$ cat src/rtl/mult_pkg.sv
`default_nettype none
// ============================================================================
// Module   : mult_pkg
// Summary  : Shared constants and strobe encoding for the shift-add multiplier.
// Revision : 1.0
// ============================================================================
package mult_pkg;

  localparam int MULT_WIDTH = 8;
  localparam int MULT_CNT_W = $clog2(MULT_WIDTH);

  // One entry per control strobe the FSM can raise on a register update.
  typedef enum logic [2:0] {
    STB_NONE  = 3'd0,
    STB_LOAD  = 3'd1,
    STB_ADD   = 3'd2,
    STB_SUB   = 3'd3,
    STB_SHIFT = 3'd4
  } strobe_e;

endpackage
`default_nettype wire

$ cat src/rtl/adder_sub9.sv
`default_nettype none
// ============================================================================
// Module   : adder_sub9
// Summary  : Combinational ripple-carry add/subtract (b inverted, carry-in=sub).
// Revision : 1.0
// ============================================================================
module adder_sub9 #(
  parameter int N = 9
) (
  input  logic [N-1:0] a,
  input  logic [N-1:0] b,
  input  logic         sub,
  output logic [N-1:0] sum
);

  logic [N-1:0] w_b_inv;
  logic [N-1:0] w_carry;

  assign w_b_inv    = b ^ {N{sub}};
  assign w_carry[0] = sub;

  for (genvar i = 0; i < N; i++) begin : g_sum
    assign sum[i] = a[i] ^ w_b_inv[i] ^ w_carry[i];
  end

  // The carry out of the top bit is discarded, so only N-1 carries propagate.
  for (genvar i = 0; i < N - 1; i++) begin : g_carry
    assign w_carry[i+1] = (a[i] & w_b_inv[i]) | (w_carry[i] & (a[i] ^ w_b_inv[i]));
  end

endmodule
`default_nettype wire

$ cat src/rtl/mult_datapath.sv
`default_nettype none
// ============================================================================
// Module   : mult_datapath
// Summary  : X/A/B registers, iteration counter and add/sub unit of the
//            8-bit signed shift-add multiplier.
// Revision : 1.0
// ============================================================================
module mult_datapath
  import mult_pkg::*;
#(
  parameter int WIDTH = MULT_WIDTH,
  parameter int CNT_W = $clog2(WIDTH)
) (
  input  logic             Clk,
  input  logic             Reset,
  input  logic [WIDTH-1:0] S,
  input  logic             ClearAX_LoadB,
  input  logic             Ld_XA,
  input  logic             Sub,
  input  logic             Shift_En,
  input  logic             CntEn,
  output logic             M,
  output logic [CNT_W-1:0] count,
  output logic [WIDTH-1:0] Aval,
  output logic [WIDTH-1:0] Bval,
  output logic             X
);

  logic             r_x;
  logic [WIDTH-1:0] r_a;
  logic [WIDTH-1:0] r_b;
  logic [CNT_W-1:0] r_count;
  logic [WIDTH:0]   w_sum;

  // Sign-extending both operands to WIDTH+1 keeps -128 * -128 exact.
  adder_sub9 #(
    .N (WIDTH + 1)
  ) u_addsub (
    .a   ({r_a[WIDTH-1], r_a}),
    .b   ({S[WIDTH-1], S}),
    .sub (Sub),
    .sum (w_sum)
  );

  always_ff @(posedge Clk) begin
    if (Reset) begin
      r_x <= 1'b0;
      r_a <= '0;
      r_b <= '0;
    end else if (ClearAX_LoadB) begin
      r_x <= 1'b0;
      r_a <= '0;
      r_b <= S;
    end else if (Sub || Ld_XA) begin
      r_x <= w_sum[WIDTH];
      r_a <= w_sum[WIDTH-1:0];
    end else if (Shift_En) begin
      r_a <= {r_x, r_a[WIDTH-1:1]};
      r_b <= {r_a[0], r_b[WIDTH-1:1]};
    end
  end

  always_ff @(posedge Clk) begin
    if (Reset || ClearAX_LoadB) begin
      r_count <= '0;
    end else if (CntEn) begin
      r_count <= r_count + CNT_W'(1);
    end
  end

  assign M     = r_b[0];
  assign count = r_count;
  assign Aval  = r_a;
  assign Bval  = r_b;
  assign X     = r_x;

endmodule
`default_nettype wire

$ cat config.mk
export PLATFORM = sky130hd
export DESIGN_NAME = mult_datapath
export DESIGN_NICKNAME = d
export VERILOG_FILES = /design/src/rtl/mult_pkg.sv /design/src/rtl/adder_sub9.sv /design/src/rtl/mult_datapath.sv
export SDC_FILE = /design/constraint.sdc
export NUM_CORES = 1
export LEC_CHECK = 0
export ABC_CLOCK_PERIOD_IN_PS = 4350
export CAP_MARGIN = 20
export CORE_UTILIZATION = 25
export CTS_BUF_LIST = sky130_fd_sc_hd__clkbuf_4 sky130_fd_sc_hd__clkbuf_8 sky130_fd_sc_hd__clkbuf_16
export CTS_CLUSTER_SIZE = 12
export DETAILED_ROUTE_END_ITERATION = 8
export GPL_TIMING_DRIVEN = 0
export PLACE_DENSITY_LB_ADDON = 0.1
export SYNTH_ARGS = -nofsm -noshare
export SYNTH_HDL_FRONTEND = slang
export SYNTH_SLANG_ARGS = --single-unit
export TNS_END_PERCENT = 20
$ cat constraint.sdc
create_clock -name Clk -period 4.35 [get_ports Clk]
set_clock_uncertainty 0.05 [all_clocks]
set_input_delay 1.305 -clock Clk [delete_from_list [all_inputs] [get_ports Clk]]
set_output_delay 1.305 -clock Clk [all_outputs]
set_load 0.005 [all_outputs]
Word level (Yosys, flattened, before mapping). Cells that the tools add are included.

Bits in latches: 0. Bits in writable memories: 0. Memories kept: 0. Word-level logic and storage cells: 60. Bits in read-only memories: 0. Input bits: 15. Bits in registers: 20.

Multipliers: 0. Div/mod/pow operators: 0. Eq/ne operators: 1. Mux-type cells: 5. Reduce and logical (&&, ||, !) cells: 6. Magnitude comparators: 0. Shift-type cells: 0. Add/subtract/negate cells: 1. Bitwise logic cells: 43.

Operator list (count): 2-to-1 mux 8 bit (5); bitwise XOR 1 bit (18); bitwise AND 1 bit (16); bitwise XOR 9 bit (1); OR 1 bit (8); nonzero test 2 bit (2); adder 3 x 1 -> 3 bit, second input constant (1); logical OR 1 bit (2); inequality test 2 bit, second input constant (1); AND reduction 2 bit (1); OR reduction 2 bit (1).

Logic depth before layout (Yosys ltp). Gate-level depths: netlist of the first run.

Word-level depth: 19. Gate-level depth with buffers: 13. Depth with buffers taken out: 12.

Modules after synthesis. Synthesis of the first run repeated with hierarchy kept, for this count alone.

Cells, all modules: 134. Area total of the unflattened synthesis: 1292.5 um^2.

By module, submodules not included: mult_datapath (instances 1, cells an instance 100, sequential area each 400.4 um^2, area an instance 974.7 um^2); adder_sub9 (instances 1, cells an instance 34, sequential area each 0.0 um^2, area an instance 317.8 um^2).

Worst setup path before layout of the first run. No wires, ideal clock.

Path kind: input-to-reg. From: input Sub. To: register r_a[7] (netlist: Aval[7]). Arrival time: 4.352 ns. Setup slack: -0.138 ns. Library setup time: 0.086 ns. Cell stages on the path: 12. Cell sequence: buf_6 -> xnor2_1 -> fa_1 -> fa_1 -> fa_1 -> fa_1 -> inv_1 -> fa_1 -> inv_1 -> fa_1 -> fa_1 -> a211oi_1.

Longest elaborated chain between the ends: 18.

Ends and longest elaborated chain: from (decl) (RTL line mult_datapath.sv:19) `input logic Sub,`; bitwise XOR 9 bit (RTL line adder_sub9.sv:19) `assign w_b_inv = b ^ {N{sub}};`; bitwise XOR 1 bit (RTL line adder_sub9.sv:28) `assign w_carry[i+1] = (a[i] & w_b_inv[i]) | (w_carry[i] & (a[i] ^ w_b_inv[i]));`; bitwise AND 1 bit (RTL line adder_sub9.sv:28); OR 1 bit (RTL line adder_sub9.sv:28); bitwise AND 1 bit (RTL line adder_sub9.sv:28); OR 1 bit (RTL line adder_sub9.sv:28); bitwise AND 1 bit (RTL line adder_sub9.sv:28); OR 1 bit (RTL line adder_sub9.sv:28); [2 not listed]; bitwise AND 1 bit (RTL line adder_sub9.sv:28); OR 1 bit (RTL line adder_sub9.sv:28); bitwise AND 1 bit (RTL line adder_sub9.sv:28); OR 1 bit (RTL line adder_sub9.sv:28); bitwise AND 1 bit (RTL line adder_sub9.sv:28); OR 1 bit (RTL line adder_sub9.sv:28); bitwise XOR 1 bit (RTL line adder_sub9.sv:23) `assign sum[i] = a[i] ^ w_b_inv[i] ^ w_carry[i];`; 2-to-1 mux 8 bit (RTL line mult_datapath.sv:54) `end else if (Sub || Ld_XA) begin`; to (signal assigned) (RTL line mult_datapath.sv:56) `r_a <= w_sum[WIDTH-1:0];`; to (signal assigned) (RTL line mult_datapath.sv:58) `r_a <= {r_x, r_a[WIDTH-1:1]};`; to (decl) (RTL line mult_datapath.sv:30) `logic [WIDTH-1:0] r_a;`.

Parallel ways exist; a longest one is shown, timed or not. A chain may end at the register's enable or synchronous reset.

Worst setup path in the final report of the first run. Ends and elaborated chain as after synthesis.

==> metrics, run 1 <==
Cell Count, Final, Fillers Out=220; Yosys warnings=0; violated checks=design-rule violations; share of cells above drive strength 1=18.45%; CP endpoint=Aval[7]; Post-Synthesis Net Count=153; fin crit share=97.41%; clock latency on the worst-skew pair=0.25 ns; DRT iter0 DRCs=51; CTS sink cnt=20; GP Congestion=0.7447; Max Buffers Root-to-Sink=2; DRT Wirelength=3.029 mm; Max Clk Rate=0.2360 GHz; 1st-pass router iterations=6; RSZ-0062 raised after global routing=false; Clock H-tree levels=1; crit end category=flop; vias per cell=4.850; DP Wirelength=2.286 mm; Max Slew Vio Count=0; Leak Pwr=0.6679 nW; antenna fix cells=0; WHS Path Cells=2; r2r setup slk=0.96 ns; total track usage=13.03%; VDD IR max=0.09729 mV; PortBufs=33; Layout Nets=194; largest area contributor in the netlist=dfxtp_1; Final Setup Violations=0; top cells by area, synth=dfxtp_1, fa_1, a221oi_1; largest net degree at the start of global routing=11; vias in the first global route=1081; Die X=71.06 µm; Post-Syn Area=1192 µm²; WP data arrival=4.37 ns; first-pass GRT wire length=5.140 mm; worst min-delay path class=flop to flop; Post-synth top flop=dfxtp_1; post-synthesis sequential area ratio=33.58%; root buffer cell=clkbuf_8; Avg Inst Size Synth=9.243 µm²; Slew headroom=69.40%; chip height=71.06 µm; Placement Rows=24; area grow syn2layout=41.24%; Yosys reg bits=20; fin area=1684 µm²; cell with the most instances after synthesis=dfxtp_1; Tightest Pin Transition=0.4590 ns; EDFF count, synth=0; Reg2Reg Launch Point=Aval[0]; maxcap violations=0; DRC=4; Critical Path Source=Sub; CP Max Fanout=4; Clock transition at path regs=0.08 ns; core area=4474 µm²; crit path kind=input pin to flop; overall die area=5050 µm²; CP Launch Type=input pin; gr ovfl total=0; post-synthesis instance total=129; Final Hold Fails=0; Reg2Reg Capture Point=Aval[7]; Synth top area share=33.58%; pre-CTS setup slack=-0.5834 ns; Power Dens Cells=277.8 nW/µm²; Setup WS post-layout=0.1126 ns; unique cell type count in the Yosys netlist=25; outcome=finished with violations; Required @ worst endpoint=4.48 ns; synth cell count leaders=dfxtp_1, inv_1, nand2_1; dpl cell area=1598 µm²; initial core utilization=26.65%; CTS tree=built; path depth of the worst reg2reg path=11; initial antenna violation count=0; Routed Antenna Nets=0; Ports=36; Post-synth ARST share=0%; cts hold-fix bufs=0; WL per Instance=13.77 µm; clock period minus worst slack=4.237 ns; total CTS buffers=3; Vias=1067; placed instance count=214
## cell usage in the layout, fill, tap and decap left out, types with 5 or more instances in the layout
master / count
o211a_1: 6
nand2_1: 17
xnor2_1: 5
a221oi_1: 8
dfxtp_1: 20
a31oi_1: 9
inv_1: 15
clkdlybuf4s50_1: 30
buf_2: 6
fa_2: 7
a211oi_1: 6
## worst max-delay path: stages
cell and delay, ns:
buf_6 0.09, buf_6 0.12, xnor2_4 0.12, fa_2 0.37, fa_2 0.35, fa_2 0.34
fa_2 0.34, inv_2 0.07, fa_2 0.19, inv_2 0.04, fa_2 0.39, fa_1 0.45
a211oi_2 0.18
## per-stage QoR
step	TNS, ns	hold slack [ns]	total power, mW	utilization (%)
after floorplan	0	0.4087	0.2805	-
after global placement	-1.128	0.4153	0.3365	35.71
after detailed placement	-1.251	0.4268	0.3399	35.71
after CTS	-0.2848	0.4377	0.4759	37.75
after global routing	0	0.4532	0.4978	37.64
final	0	0.4358	0.4679	37.64
## how the worst min path moves through the flow
stage	endpoint	from	slack, ns
finish	Bval[0]	Bval[0]	0.44
global route	X	X	0.45
CTS	X	X	0.44
detailed placement	X	X	0.43
global placement	X	X	0.42
floorplan	X	X	0.41
## power by group
part | internal [mW] | leakage, nW | switching, mW
clock | 0.0617 | 0.0216 | 0.0629
combinational | 0.0742 | 0.482 | 0.0623
sequential | 0.196 | 0.165 | 0.0108
## flip-flops by register name, summed over array words and instances, names as in the netlist
register and flops:
Aval 8, Bval 8, count 3, X 1
## area by class of cell
| class | instances | area (µm²) |
|---|---|---|
| tap | 52 | 65.06 |
| timing repair buffer | 36 | 344.1 |
| multi-input combinational | 80 | 691.9 |
| sequential | 20 | 400.4 |
| inverter | 17 | 63.81 |
| clock buffer | 3 | 41.29 |
| fill | 473 | 2790 |
| buffer | 12 | 77.57 |
## cell families after synthesis
group | after synthesis | synth area share (%)
XOR/XNOR | 9 | 6.611
AO/OA/AOI/OAI | 32 | 21.09
AND/OR/NAND/NOR | 27 | 9.864
multiplexers | 3 | 2.518
flip-flops | 20 | 33.58
adder cells (fa/ha/maj) | 9 | 14.48
buffers and inverters | 29 | 11.86
## per-layer routing
layer	GRT usage (%)	up-vias	wire [µm]
met4	4.000	0	36
met5	0	-	0
li1	-	524	-
met1	16.49	509	1419
met2	22.97	30	1457
met3	1.852	4	115
## timing repair
item / in CTS / in global routing
endpoints found under the setup margin: 2 / 2
gates resized for setup: 19 / 1
pin swaps: 9 / 6
buffers inserted: 3 / 0
(Power assumes the default switching activity.)
==> run 2: changes to the inputs <==
--- a/config.mk
+++ b/config.mk
@@ -6,5 +6,5 @@
 export NUM_CORES = 1
 export LEC_CHECK = 0
-export ABC_CLOCK_PERIOD_IN_PS = 4350
+export ABC_CLOCK_PERIOD_IN_PS = 5000
 export CAP_MARGIN = 20
 export CORE_UTILIZATION = 25
==> constraint.sdc (replaced) <==
create_clock -name Clk -period 5 [get_ports Clk]
set_clock_uncertainty 0.05 [all_clocks]
set_input_delay 0.75 -clock Clk [delete_from_list [all_inputs] [get_ports Clk]]
set_output_delay 0.75 -clock Clk [all_outputs]
set_load 0.005 [all_outputs]
==> run 2 against run 1 <==
  * The flow still finishes with violations (design-rule violations)
  * Register-to-register slack improved by 0.45 ns
  * First-iteration DRC count fell by 7.8%
  * Final cell count fell by 0.91%
  * Worst hold slack got worse by 0.011 ns
  * Die area did not move
  * Utilization fell by 0.92 points
  * Via count fell by 1.8%
  * Critical path depth did not move
  * Critical path type unchanged
  * Critical endpoint unchanged
==> metrics, run 2 (synthesized netlist as in run 1, its figures left out) <==
clock network power share=30.3% (+3.7 points); Vias=1048 (-1.8%); PortBufs=33 (unchanged); overall die area=5050 µm² (unchanged); CTS sink cnt=20 (unchanged); crit end category=flop; core area=4474 µm² (unchanged); Max Clk Rate=0.2306 GHz; outcome=finished with violations; Max Slew Vio Count=0 (unchanged); antenna fix cells=0 (unchanged); total track usage=12.40% (-0.63 points); Ports=36 (unchanged); vias per cell=4.807 (-0.88%); Layout Nets=191 (-1.5%); initial antenna violation count=0 (unchanged); Final Hold Fails=0 (unchanged); Routed Antenna Nets=0 (unchanged); initial core utilization=26.65% (unchanged); chip height=71.06 µm (unchanged); GP Congestion=0.7327 (-1.6%); share of cells above drive strength 1=9.036% (-9.4 points); WP data arrival=4.45 ns (+0.08 ns); RSZ-0062 raised after global routing=false; violated checks=design-rule violations; worst hold slack=0.4250 ns (-0.01086 ns); area grow syn2layout=37.78%; gr ovfl total=0 (unchanged); Sequential Power Share=43.6% (-0.6 points); Clock H-tree levels=1 (unchanged); vias in the first global route=991 (-8.3%); WL per Instance=13.26 µm (-3.7%); worst min-delay path class=flop to flop; DP Wirelength=2.190 mm (-4.2%); root buffer cell=clkbuf_8; Clock transition at path regs=0.08 ns (about the same); DRT Wirelength=2.890 mm (-4.6%); DRT iter0 DRCs=47 (-7.8%); Placement Rows=24 (unchanged); DRC=2 (-2); Die X=71.06 µm (unchanged); clock period minus worst slack=4.337 ns; total CTS buffers=3 (unchanged); Power Dens Cells=251.3 nW/µm² (-9.6%); fin crit share=86.73%; largest net degree at the start of global routing=12 (+1); cts hold-fix bufs=0 (unchanged); Required @ worst endpoint=5.11 ns (+0.63 ns); switching power=0.1140 mW (-16%); CTS tree=built; crit path kind=input pin to flop; CP Max Fanout=10 (+6); Leak Pwr=0.6560 nW (-1.8%); PostCTS Resize Cnt=0 (-19); maxcap violations=0 (unchanged); first-pass GRT wire length=4.864 mm (-5.4%); most frequent cells in the layout=clkdlybuf4s50_1, dfxtp_1, inv_1, nand2_1, a31oi_1; CP Launch Type=input pin; Final Setup Violations=0 (unchanged); sum of negative setup slack=0 ns (unchanged); most common cell after layout, fill and taps aside=clkdlybuf4s50_1; combinational share of power=26.1% (-3.1 points); clock latency on the worst-skew pair=0.26 ns (about the same); 1st-pass router iterations=8 (+2); post-CTS setup buffers=0 (-3); switching share of power=27.61% (-1.5 points); VDD IR max=0.1016 mV (+4.5%); Max Buffers Root-to-Sink=2 (unchanged); Pint=0.2988 mW (-9.9%); Tightest Pin Transition=0.4637 ns (+0.004631 ns); Slew headroom=69.09% (-0.31 points)
## run 2: changes by cell type in the layout (fill, tap and decap cells not counted), moves of 2 or more
cell,previous run,this run
clkdlybuf4s50_1,30,33
fa_2,7,0
inv_1,15,17
inv_2,2,0
fa_1,1,8
buf_4,4,1
## run 2: worst paths after layout
check | start | endpoint | slack, ns | cells past startpoint
setup / recovery | Sub | Aval[7] | 0.66 | 13
hold / removal | X | X | 0.42 | 2
setup reg to reg | Aval[0] | Aval[7] | 1.41 | 11
hold reg to reg | X | X | 0.42 | 2
## run 2: critical path, stage by stage
cell and delay [ns]:
clkdlybuf4s50_1 0.49, buf_6 0.16, xnor2_1 0.10, fa_1 0.42, fa_1 0.38, fa_1 0.40
fa_1 0.37, inv_1 0.07, fa_1 0.16, inv_1 0.05, fa_1 0.42, fa_1 0.44
a211oi_1 0.24
## run 2: power groups by stage
stage | clock, mW | sequential (mW) | combinational, mW
2_1_floorplan | 0 | 0.183 | 0.0592
3_3_place_gp | 0 | 0.184 | 0.108
3_5_place_dp | 0 | 0.184 | 0.109
4_1_cts | 0.131 | 0.180 | 0.109
5_1_grt | 0.137 | 0.182 | 0.122
6_report | 0.125 | 0.180 | 0.108
## run 2: layer usage
metal	track usage [%]	wire length [µm]
met4	2.667	17
met5	0	0
met2	19.02	1343
met1	17.73	1403
met3	2.991	126
## run 2: through the flow
stage | cells | setup slack (ns) | power, mW | cell area [µm²] | utilization, %
finish | 218 | 0.6633 | 0.4128 | 1643 | 36.72
global route | 218 | 0.5292 | 0.4400 | 1643 | 36.72
CTS | 218 | 0.6601 | 0.4208 | 1643 | 36.72
detailed placement | 214 | 0.4064 | 0.2926 | 1588 | 35.49
global placement | 214 | 0.4498 | 0.2911 | 1588 | 35.49
floorplan | 129 | 1.067 | 0.2426 | 1192 | -
## run 2: layout make-up
class / instances / area, µm²
inverters: 17 / 63.81
fillers: 460 / 2831
multi-input cells: 80 / 650.6
flip-flops and latches: 20 / 400.4
well taps: 52 / 65.06
repair buffers: 33 / 330.3
clock buffers: 4 / 55.05
plain buffers: 12 / 77.57
